===== src/rtl/mul_acc_if.sv =====
// rtl/mul_acc_if.sv - product-in / sum-out handshake bundle for mul_acc
interface mul_acc_if #(
    parameter int WIDTH     = 16,
    parameter int ACC_WIDTH = 40,
    parameter int CNT_WIDTH = 8
) ();
    logic                 start;
    logic [CNT_WIDTH-1:0] len;
    logic                 in_valid;
    logic                 in_ready;
    logic [WIDTH-1:0]     in_data;
    logic                 out_valid;
    logic                 out_ready;
    logic [ACC_WIDTH-1:0] out_data;
    logic                 out_ovf;

    // Producer/consumer side: issues transactions, feeds products, takes sums
    modport master (
        output start, len, in_valid, in_data, out_ready,
        input  in_ready, out_valid, out_data, out_ovf
    );

    // Accumulator side
    modport slave (
        input  start, len, in_valid, in_data, out_ready,
        output in_ready, out_valid, out_data, out_ovf
    );
endinterface


===== src/rtl/mul_acc.sv =====
// rtl/mul_acc.sv - saturating multiply-accumulate stage with length-programmed transactions
module mul_acc #(
    parameter int WIDTH     = 16,
    parameter int ACC_WIDTH = 40,
    parameter int CNT_WIDTH = 8
) (
    input  logic      clock,
    input  logic      reset_n,
    mul_acc_if.slave  bus,
    output logic      busy
);
    typedef enum logic [1:0] {
        IDLE  = 2'd0,
        ACCUM = 2'd1,
        DONE  = 2'd2
    } state_t;

    state_t               state_q;
    logic [ACC_WIDTH-1:0] acc_q;
    logic                 ovf_q;
    logic [CNT_WIDTH-1:0] rem_q;

    logic [ACC_WIDTH:0]   sum_d;
    logic [ACC_WIDTH-1:0] acc_sat_d;
    logic                 carry_d;
    logic                 start_ok_d;

    // One extra bit of headroom exposes the carry used for saturation
    always_comb begin
        sum_d      = {1'b0, acc_q} + {{(ACC_WIDTH + 1 - WIDTH){1'b0}}, bus.in_data};
        carry_d    = sum_d[ACC_WIDTH];
        acc_sat_d  = carry_d ? {ACC_WIDTH{1'b1}} : sum_d[ACC_WIDTH-1:0];
        // A start is honoured in IDLE, or in DONE on the cycle the result is taken
        start_ok_d = bus.start &&
                     ((state_q == IDLE) || ((state_q == DONE) && bus.out_ready));
    end

    // Transaction FSM: owns state, running sum, sticky overflow and beat count
    always_ff @(posedge clock or negedge reset_n) begin
        if (!reset_n) begin
            state_q <= IDLE;
            acc_q   <= '0;
            ovf_q   <= 1'b0;
            rem_q   <= '0;
        end else if (start_ok_d) begin
            acc_q   <= '0;
            ovf_q   <= 1'b0;
            rem_q   <= bus.len;
            state_q <= (bus.len != '0) ? ACCUM : DONE;
        end else begin
            case (state_q)
                ACCUM: begin
                    if (bus.in_valid) begin
                        acc_q <= acc_sat_d;
                        ovf_q <= ovf_q | carry_d;
                        rem_q <= rem_q - CNT_WIDTH'(1);
                        if (rem_q == CNT_WIDTH'(1)) begin
                            state_q <= DONE;
                        end
                    end
                end
                DONE: begin
                    if (bus.out_ready) begin
                        state_q <= IDLE;
                    end
                end
                default: begin
                    state_q <= IDLE;
                end
            endcase
        end
    end

    // Moore outputs decoded purely from registered state
    assign bus.in_ready  = (state_q == ACCUM);
    assign bus.out_valid = (state_q == DONE);
    assign bus.out_data  = acc_q;
    assign bus.out_ovf   = ovf_q;
    assign busy          = (state_q != IDLE);
endmodule

===== src/flat_wrapper.sv =====
// flat-port wrapper written by rule: the top's interface ports become plain ports
module mul_acc_flat 
#(
    parameter int WIDTH     = 16,
    parameter int ACC_WIDTH = 40,
    parameter int CNT_WIDTH = 8
)
  (clock, reset_n, busy, bus_start, bus_len, bus_in_valid, bus_in_data, bus_out_ready, bus_in_ready, bus_out_valid, bus_out_data, bus_out_ovf);
  mul_acc_if #(.WIDTH(WIDTH), .ACC_WIDTH(ACC_WIDTH), .CNT_WIDTH(CNT_WIDTH)) bus_i ();
  input  logic clock;
  input  logic reset_n;
  output logic busy;
  input wire logic [$bits(bus_i.start)-1:0] bus_start;
  input wire logic [$bits(bus_i.len)-1:0] bus_len;
  input wire logic [$bits(bus_i.in_valid)-1:0] bus_in_valid;
  input wire logic [$bits(bus_i.in_data)-1:0] bus_in_data;
  input wire logic [$bits(bus_i.out_ready)-1:0] bus_out_ready;
  output wire logic [$bits(bus_i.in_ready)-1:0] bus_in_ready;
  output wire logic [$bits(bus_i.out_valid)-1:0] bus_out_valid;
  output wire logic [$bits(bus_i.out_data)-1:0] bus_out_data;
  output wire logic [$bits(bus_i.out_ovf)-1:0] bus_out_ovf;
  assign bus_i.start = bus_start;
  assign bus_i.len = bus_len;
  assign bus_i.in_valid = bus_in_valid;
  assign bus_i.in_data = bus_in_data;
  assign bus_i.out_ready = bus_out_ready;
  assign bus_in_ready = bus_i.in_ready;
  assign bus_out_valid = bus_i.out_valid;
  assign bus_out_data = bus_i.out_data;
  assign bus_out_ovf = bus_i.out_ovf;
  mul_acc #(.WIDTH(WIDTH), .ACC_WIDTH(ACC_WIDTH), .CNT_WIDTH(CNT_WIDTH)) u_core (.clock(clock), .reset_n(reset_n), .bus(bus_i), .busy(busy));
endmodule

===== config.mk =====
export PLATFORM = sky130hd
export DESIGN_NAME = mul_acc_flat
export DESIGN_NICKNAME = d
export VERILOG_FILES = /design/src/rtl/mul_acc_if.sv /design/src/rtl/mul_acc.sv /design/src/flat_wrapper.sv
export SDC_FILE = /design/constraint.sdc
export NUM_CORES = 1
export LEC_CHECK = 0
export ABC_AREA = 1
export ABC_CLOCK_PERIOD_IN_PS = 2580
export CAP_MARGIN = 5
export CORE_AREA = 2 2 154 119
export DETAILED_ROUTE_END_ITERATION = 10
export DIE_AREA = 0 0 156 121
export PLACE_DENSITY = 0.41
export SYNTH_ARGS = -nofsm -noshare
export SYNTH_HDL_FRONTEND = slang
export SYNTH_SLANG_ARGS = --single-unit

===== constraint.sdc =====
create_clock -name clock -period 2.58 [get_ports clock]
set_input_delay 0.774 -clock clock [delete_from_list [all_inputs] [get_ports clock]]
set_output_delay 0.774 -clock clock [all_outputs]
set_load 0.05 [all_outputs]

# ---- Yosys cells after proc, flatten, opt, wreduce, memory -nomap -nowiden
# Index checks and enable logic that the tools add are counted.
dict set report op_classes {
  addsub 2
  n_eq_ne 6
  muxes 16
  bitwise_logic 1
  reduce_logical 10
}
# op count
set ops {}
lappend ops {{$mux W40} 4}
lappend ops {{$add A40 B16 Y41} 1}
lappend ops {{$mux W8} 3}
lappend ops {{$mux W2} 5}
lappend ops {{$eq A8 B1 Y1 const B} 1}
lappend ops {{$reduce_bool A8 Y1} 1}
lappend ops {{$sub A8 B1 Y8 const B} 1}
lappend ops {{$ne A3 B2 Y1 const B} 2}
lappend ops {{$reduce_bool A2 Y1} 3}
lappend ops {{$pmux W2 S2} 1}
lappend ops {{$mux W1} 3}
lappend ops {{$ne A3 B1 Y1 const B} 1}
lappend ops {{$reduce_and A3 Y1} 1}
lappend ops {{$eq A2 B1 Y1 const B} 1}
lappend ops {{$eq A2 B2 Y1 const B} 1}
lappend ops {{$logic_and A1 B1 Y1} 2}
lappend ops {{$logic_not A2 Y1} 1}
lappend ops {{$reduce_and A2 Y1} 1}
lappend ops {{$logic_or A1 B1 Y1} 1}
lappend ops {{$or A1 B1 Y1} 1}
dict set report word_totals {
  register_bits 51
  output_inout_bits 44
}

# ---- Longest topological paths before layout
# Gate-level depths: netlist (run 1).
dict set report depth {
  depth_word 6
  depth_mapped 13
}

# ---- Worst setup path after synthesis (run 1)
# OpenSTA, ideal clock, no wires.
dict set report synth_path {
  path_type {input to register}
  startpoint {input bus_in_data[0]}
  endpoint {register u_core.acc_q[35] (netlist: u_core.bus.out_data[35])}
  setup_time_ns 0.118
  arrival_time_ns 2.267
  required_ns 2.462
  setup_slack_ns 0.196
  path_stages 13
  path_buffers 1
  cell_sequence {ha_1 > fa_1 > nand2_1 > nand2_1 > nand3_1 > nand2_2 > nand2_2 > nand2_4 > nand4_4 > buf_2 > nand2_1 > inv_1 > nand2_1}
}
dict set report synth_between {
  elab_chain_cells 5
}
# item line_no
set synth_rtl {}
lappend synth_rtl {{start: declaration} flat_wrapper.sv:16} ;# input wire logic [$bits(bus_i.in_data)-1:0] bus_in_data;
lappend synth_rtl {{$add A40 B16 Y41} mul_acc.sv:30} ;# sum_d = {1'b0, acc_q} + {{(ACC_WIDTH + 1 - WIDTH){1'b0}}, bus.in_data};
lappend synth_rtl {{$mux W40} mul_acc.sv:32} ;# acc_sat_d = carry_d ? {ACC_WIDTH{1'b1}} : sum_d[ACC_WIDTH-1:0];
lappend synth_rtl {{$mux W40} mul_acc.sv:53} ;# if (bus.in_valid) begin
lappend synth_rtl {{$mux W40} mul_acc.sv:51} ;# case (state_q)
lappend synth_rtl {{$mux W40} mul_acc.sv:45} ;# end else if (start_ok_d) begin
lappend synth_rtl {{end signal: assignment} mul_acc.sv:54} ;# acc_q <= acc_sat_d;
lappend synth_rtl {{end: declaration} mul_acc.sv:19} ;# logic [ACC_WIDTH-1:0] acc_q;
# No other way between the ends. The select of a mux whose other input is x is not followed.
# A chain may end at the register's enable or synchronous reset.

# ---- Worst setup path in the final report (run 1)
dict set report layout_path {
  startpoint {input bus_in_data[0]}
  endpoint {register u_core.acc_q[11] (netlist: u_core.bus.out_data[11])}
}
# The elaborated chain is that of the path after synthesis.

==> results of run 1 <==
[metal layers]
layer | track usage | vias up | part of all wire
met3 | 0.0325 | 10 | 0.058
met2 | 0.241 | 112 | 0.42
li1 | - | 2442 | -
met1 | 0.244 | 2186 | 0.51
met5 | 0 | - | 0
met4 | 0.0424 | 0 | 0.011
[metrics by stage]
step / utilization / instances / setup TNS (ns)
after floorplan: - / 706 / 0
after global placement: 0.326 / 1039 / -10.08
after detailed placement: 0.326 / 1039 / -10.63
after CTS: 0.337 / 1047 / 0
after global routing: 0.352 / 1051 / -0.0206
final: 0.352 / 1051 / 0
[final timing paths]
| path | from | endpoint | cells past startpoint |
|---|---|---|---|
| max | bus_in_data[0] | u_core.bus.out_data[11]$_DFFE_PN0P_ | 15 |
| min | reset_n | u_core.bus.out_data[4]$_DFFE_PN0P_ | 1 |
| max reg2reg | u_core.bus.out_data[0]$_DFFE_PN0P_ | u_core.bus.out_data[11]$_DFFE_PN0P_ | 14 |
| min reg2reg | u_core.bus.out_ovf$_DFFE_PN0P_ | u_core.bus.out_ovf$_DFFE_PN0P_ | 2 |
| max in group asynchronous | reset_n | u_core.bus.out_data[39]$_DFFE_PN0P_ | 2 |
| min in group clock | u_core.bus.out_ovf$_DFFE_PN0P_ | u_core.bus.out_ovf$_DFFE_PN0P_ | 2 |
[worst reg2reg max path: stages, from the launching register on]
cell	delay, ns
dfrtp_1	0.40
ha_2	0.22
buf_4	0.13
buf_4	0.12
nand3_1	0.09
nand3_1	0.17
nand2_1	0.10
nand2_1	0.07
buf_4	0.16
nand2_1	0.06
nand2_1	0.12
nor2_1	0.13
nor2_1	0.05
nand2_1	0.06
nand3_1	0.06
[flip-flops by register name, summed over array words and instances, names as in the netlist]
name,flops
u_core.rem_q,8
u_core.bus.out_data,40
u_core.state_q,2
u_core.bus.out_ovf,1
[cell families (layout without fill, tap and decap cells)]
kind of cell	count (synthesis)	in the layout	synth area share
compound gates	32	32	0.0457
xor+xnor	7	7	0.0143
fa+ha+maj	19	19	0.0574
buf+inv	132	257	0.123
flops	51	51	0.299
simple gates	465	465	0.461
[cells in the mapped netlist (5+ instances only)]
cell	count	share of area
inv_1	110	0.097
nand4_1	11	0.016
nor2_1	43	0.038
dfrtp_1	51	0.30
xor2_1	5	0.010
inv_2	7	0.0062
nand3_1	85	0.10
nor3_1	7	0.0082
a21oi_1	9	0.011
o21ai_0	10	0.012
o211ai_1	5	0.0088
ha_1	18	0.053
buf_2	9	0.011
nand2_1	297	0.26
[layout make-up]
class	count	area (um^2)
multi-input combinational	523	2640
inverter	118	443
clock inverter	3	67.6
tap	220	275
fill	1856	11200
sequential	51	1280
timing repair buffer	131	1250
clock buffer	5	125
[power groups by stage]
stage	Combinational, uW	Sequential [uW]	Clock [uW]
floorplan	1420	1470	0
global placement	2880	1150	0
detailed placement	2880	1150	0
CTS	2900	1140	946
global route	3340	1190	971
finish	3050	1160	917
[timing repair]
item / CTS / global route
endpoints found under the setup margin: 0 / 38
buffers inserted: 0 / 2
hold buffers: 0 / 0
gates resized for setup: 0 / 38
==> results.cfg, run 1 <==
[outcome]
status = finished clean

[timing]
holdWs_ns = 0.447
min_period_ns = 2.48
relSlewSlack = 0.627
final.period_utilization = 0.963
tightestPinTransition_ns = 0.560
drv_slew = 0
fin_skew_ns = 0.00801
timing.final.ws_setup_ns = 0.0956
finalHoldViolCount = 0
fmax_mhz = 403
setup_viol = 0

[clocking]
clkTransAtPathRegs_ns = 0.08
tritoncts = done
cts.sink_count = 51
clockRootBuffer = clkbuf_16
clock_latency_ns = 0.31
cts_max_level = 2
clock_path_buffers = 2
cts-buffers-inserted = 5

[global_route]
overflow = 0
grt_pass1_wl_mm = 23.8
grt_max_degree = 33
antenna_found_initial = 0
grt_pass1_vias = 4411
grtUsageTotal = 0.164

[pwr]
power_density_mw_per_mm2 = 843
irDropWorstVdd_v = 0.000625
power_frac_comb = 0.595
p_sw_uw = 2400
clkPwrFrac = 0.179
static-leakage-power_uw = 0.00320
seqPwrFrac = 0.226
internal_power_uw = 2720
sw_frac_of_total = 0.469
p_total_uw = 5130

[route]
vias = 4750
first_pass_iters = 5
wl_per_cell_um = 14.7
routed_wirelength_mm = 15.5
drtIter0Drc = 408
drc_errors = 0
antenna_left = 0
vias_per_cell = 4.52

[critical_path]
slowest_delay_ns = 0.41
cp_num_buf_inv = 4
cpMaxStageDelayCell = clkdlybuf4s50_1
crit_family = simple AND/OR/NAND/NOR gates
path_class = in2reg
critPathCaptureType = register
path_max_fanout = 4
cp_common_cell = nand2_1
cp.required_ns = 2.78
r2r_setup_slack_ns = 0.55
crit_chain = clkdlybuf4s50_1, ha_2, buf_4, buf_4, nand3_1, nand3_1, nand2_1, nand2_1, buf_4, nand2_1, nand2_1, nor2_1, nor2_1, nand2_1, nand3_1
worstPathArrival_ns = 2.69
cp-start-kind = input port

[floorplan]
std_cell_rows = 42
die_x_um = 156
core_mm2 = 0.0173
boundaryPins = 73
die-area_mm2 = 0.0189
start_util = 0.247
fp.dieH_um = 121

[yosys]
synth_nets = 754
syn_area_per_cell_um2 = 6.05
synth_edf_count = 0
async_flop_share = 1.00
ys_ff_latch = 51
synthCells = 706
synth.yosys.warnings = 0
syn_area_mm2 = 0.00427
seq_area_frac_synth = 0.299
synth_ff_type = dfrtp_1
yosysUniqueCellTypes = 35

[placement]
globalplace.congestion = 0.887
place_ws_ns = -0.304
hpwlAfterDp_mm = 11.7
dpl_cell_area_mm2 = 0.00564
portBuffers = 72

[cells_and_area]
finalInstanceArea_mm2 = 0.00608
nNetsFinal = 878
final_common_cell = nand2_1
syn2layout_area_growth_pct = 42.3
layout_common_cells = nand2_1 (287), inv_1 (110), nand3_1 (84), clkdlybuf4s50_1 (66), buf_4 (53)
layout-drive-gt1-share = 0.146
antenna_cells = 0

[flow_run]
cap_viol_max_count = 0

[min_path]
holdCritPathClass = in2async
Power figures use the tool's default switching activity.
==> inputs of run 2 (changes only) <==
Settings changed: ABC_CLOCK_PERIOD_IN_PS 2580 to 2300.
Clock period 2.58 ns to 2.3 ns, I/O delays scaled along.
==> run 2 against run 1 <==
  * Worst setup slack lost 0.043 ns
  * Global-route usage up 0.36 points
  * Largest power group unchanged
  * Register-to-register slack worse by 0.31 ns
  * Highest routed layer unchanged
==> results.cfg, run 2 (synthesized netlist as in run 1, its figures left out) <==
[outcome]
status = finished clean

[placement]
portBuffers = 72
globalplace.congestion = 0.841
hpwlAfterDp_mm = 11.6
place_ws_ns = -0.516

[critical_path]
cp_num_buf_inv = 1
worstPathArrival_ns = 1.56
crit_chain = clkdlybuf4s50_1
path_max_fanout = 3
critPathCaptureType = output pin
cp.required_ns = 1.61
r2r_setup_slack_ns = 0.24
rr_worst_depth = 11
slowest_delay_ns = 0.83
cp-start-kind = register
path_class = reg2out
r2r_end = u_core.bus.out_data[8]$_DFFE_PN0P_
crit_family = buffers and inverters
cpMaxStageDelayCell = clkdlybuf4s50_1
r2r-start = u_core.bus.out_data[0]$_DFFE_PN0P_

[route]
vias = 4708
antenna_left = 0
drc_errors = 0
first_pass_iters = 4
wl_per_cell_um = 14.4
vias_per_cell = 4.43
drtIter0Drc = 257
routed_wirelength_mm = 15.3

[timing]
drv_slew = 0
relSlewSlack = 0.664
final.period_utilization = 0.977
holdWs_ns = 0.381
timing.final.ws_setup_ns = 0.0531
min_period_ns = 2.25
rsz0062_at_grt = false
finalHoldViolCount = 0
fin_skew_ns = 0.00987
fmax_mhz = 445
tightestPinTransition_ns = 0.503
setup_viol = 0
fin_setup_tns_ns = 0

[pwr]
power_density_mw_per_mm2 = 944
static-leakage-power_uw = 0.00340
p_total_uw = 5880
irDropWorstVdd_v = 0.000629

[global_route]
grt_pass1_wl_mm = 24.5
overflow = 0
grtUsageTotal = 0.168
antenna_found_initial = 1
grt_max_degree = 52
grt_pass1_vias = 4624

[clocking]
clock_latency_ns = 0.30
cts.sink_count = 51
cts_max_level = 2
cts-buffers-inserted = 5
clkTransAtPathRegs_ns = 0.07
tritoncts = done
clock_path_buffers = 2
clockRootBuffer = clkbuf_16

[flow_run]
cap_viol_max_count = 0

[cells_and_area]
syn2layout_area_growth_pct = 45.8
largest_reg_flops = 40
layout_common_cells = nand2_1 (282), inv_1 (108), buf_4 (90), nand3_1 (82), dfrtp_1 (51)
final_common_cell = nand2_1
layout-drive-gt1-share = 0.214
nNetsFinal = 889

[floorplan]
std_cell_rows = 42
start_util = 0.247
fp.dieH_um = 121
core_mm2 = 0.0173
die_x_um = 156
boundaryPins = 73
die-area_mm2 = 0.0189

[min_path]
holdCritPathClass = in2async
run 2: cell types whose count changed in the layout (fill, tap and decap cells not counted), sizes merged:
cell           previous run  this run
diode                     0         1
buf                      59       104
dlygate4sd2               0         9
clkinvlp                  1         0
clkdlybuf4s50            66        21
dlymetal6s2s              4         7
run 2: worst max path at each step:
stage                                             from                                  end  cells past startpoint
floorplan                               bus_in_data[0]  u_core.bus.out_data[16]$_DFFE_PN0P_                     12
global placement                        bus_in_data[0]  u_core.bus.out_data[16]$_DFFE_PN0P_                     14
detailed placement                      bus_in_data[0]   u_core.bus.out_data[0]$_DFFE_PN0P_                     12
CTS                                    bus_in_data[12]  u_core.bus.out_data[25]$_DFFE_PN0P_                     12
global route                            bus_in_data[7]  u_core.bus.out_data[28]$_DFFE_PN0P_                     15
finish              u_core.bus.out_data[6]$_DFFE_PN0P_                      bus_out_data[6]                      1
run 2: area by class of cell:
cell class,count,area [um^2]
antenna,1,2.50
timing repair buffer,142,1300
multi-input combinational,523,2750
fill,1872,11100
clock buffer,6,129
sequential,51,1280
inverter,118,443
tap,220,275
clock inverter,2,60.1
run 2: power by group:
group          leakage [uW]  internal, uW  switching [uW]  total, uW
Clock             0.0000911           626             373        999
Combinational       0.00262          1440            2140       3570
Sequential         0.000681          1100             204       1310
run 2: through the flow:
stage / std cells / utilization / instance area [um^2]
detailed placement: 1043 / 0.323 / 5580
CTS: 1059 / 0.354 / 6130
global placement: 1043 / 0.323 / 5580
floorplan: 706 / - / 4280
finish: 1063 / 0.360 / 6230
global route: 1063 / 0.360 / 6230
run 2: layer usage:
| layer | track usage | vias to the layer above | routed length [um] |
|---|---|---|---|
| li1 | - | 2471 | - |
| met1 | 0.246 | 2138 | 7910 |
| met2 | 0.254 | 87 | 6410 |
| met3 | 0.0325 | 12 | 838 |
| met4 | 0.0367 | 0 | 167 |
| met5 | 0 | - | 0 |
run 2: repair_timing:
action	CTS	global route
hold buffers	0	0
resized for setup	53	28
pin swaps	17	18
gates cloned	2	0
endpoints found under the setup margin	41	41
buffers inserted	6	3
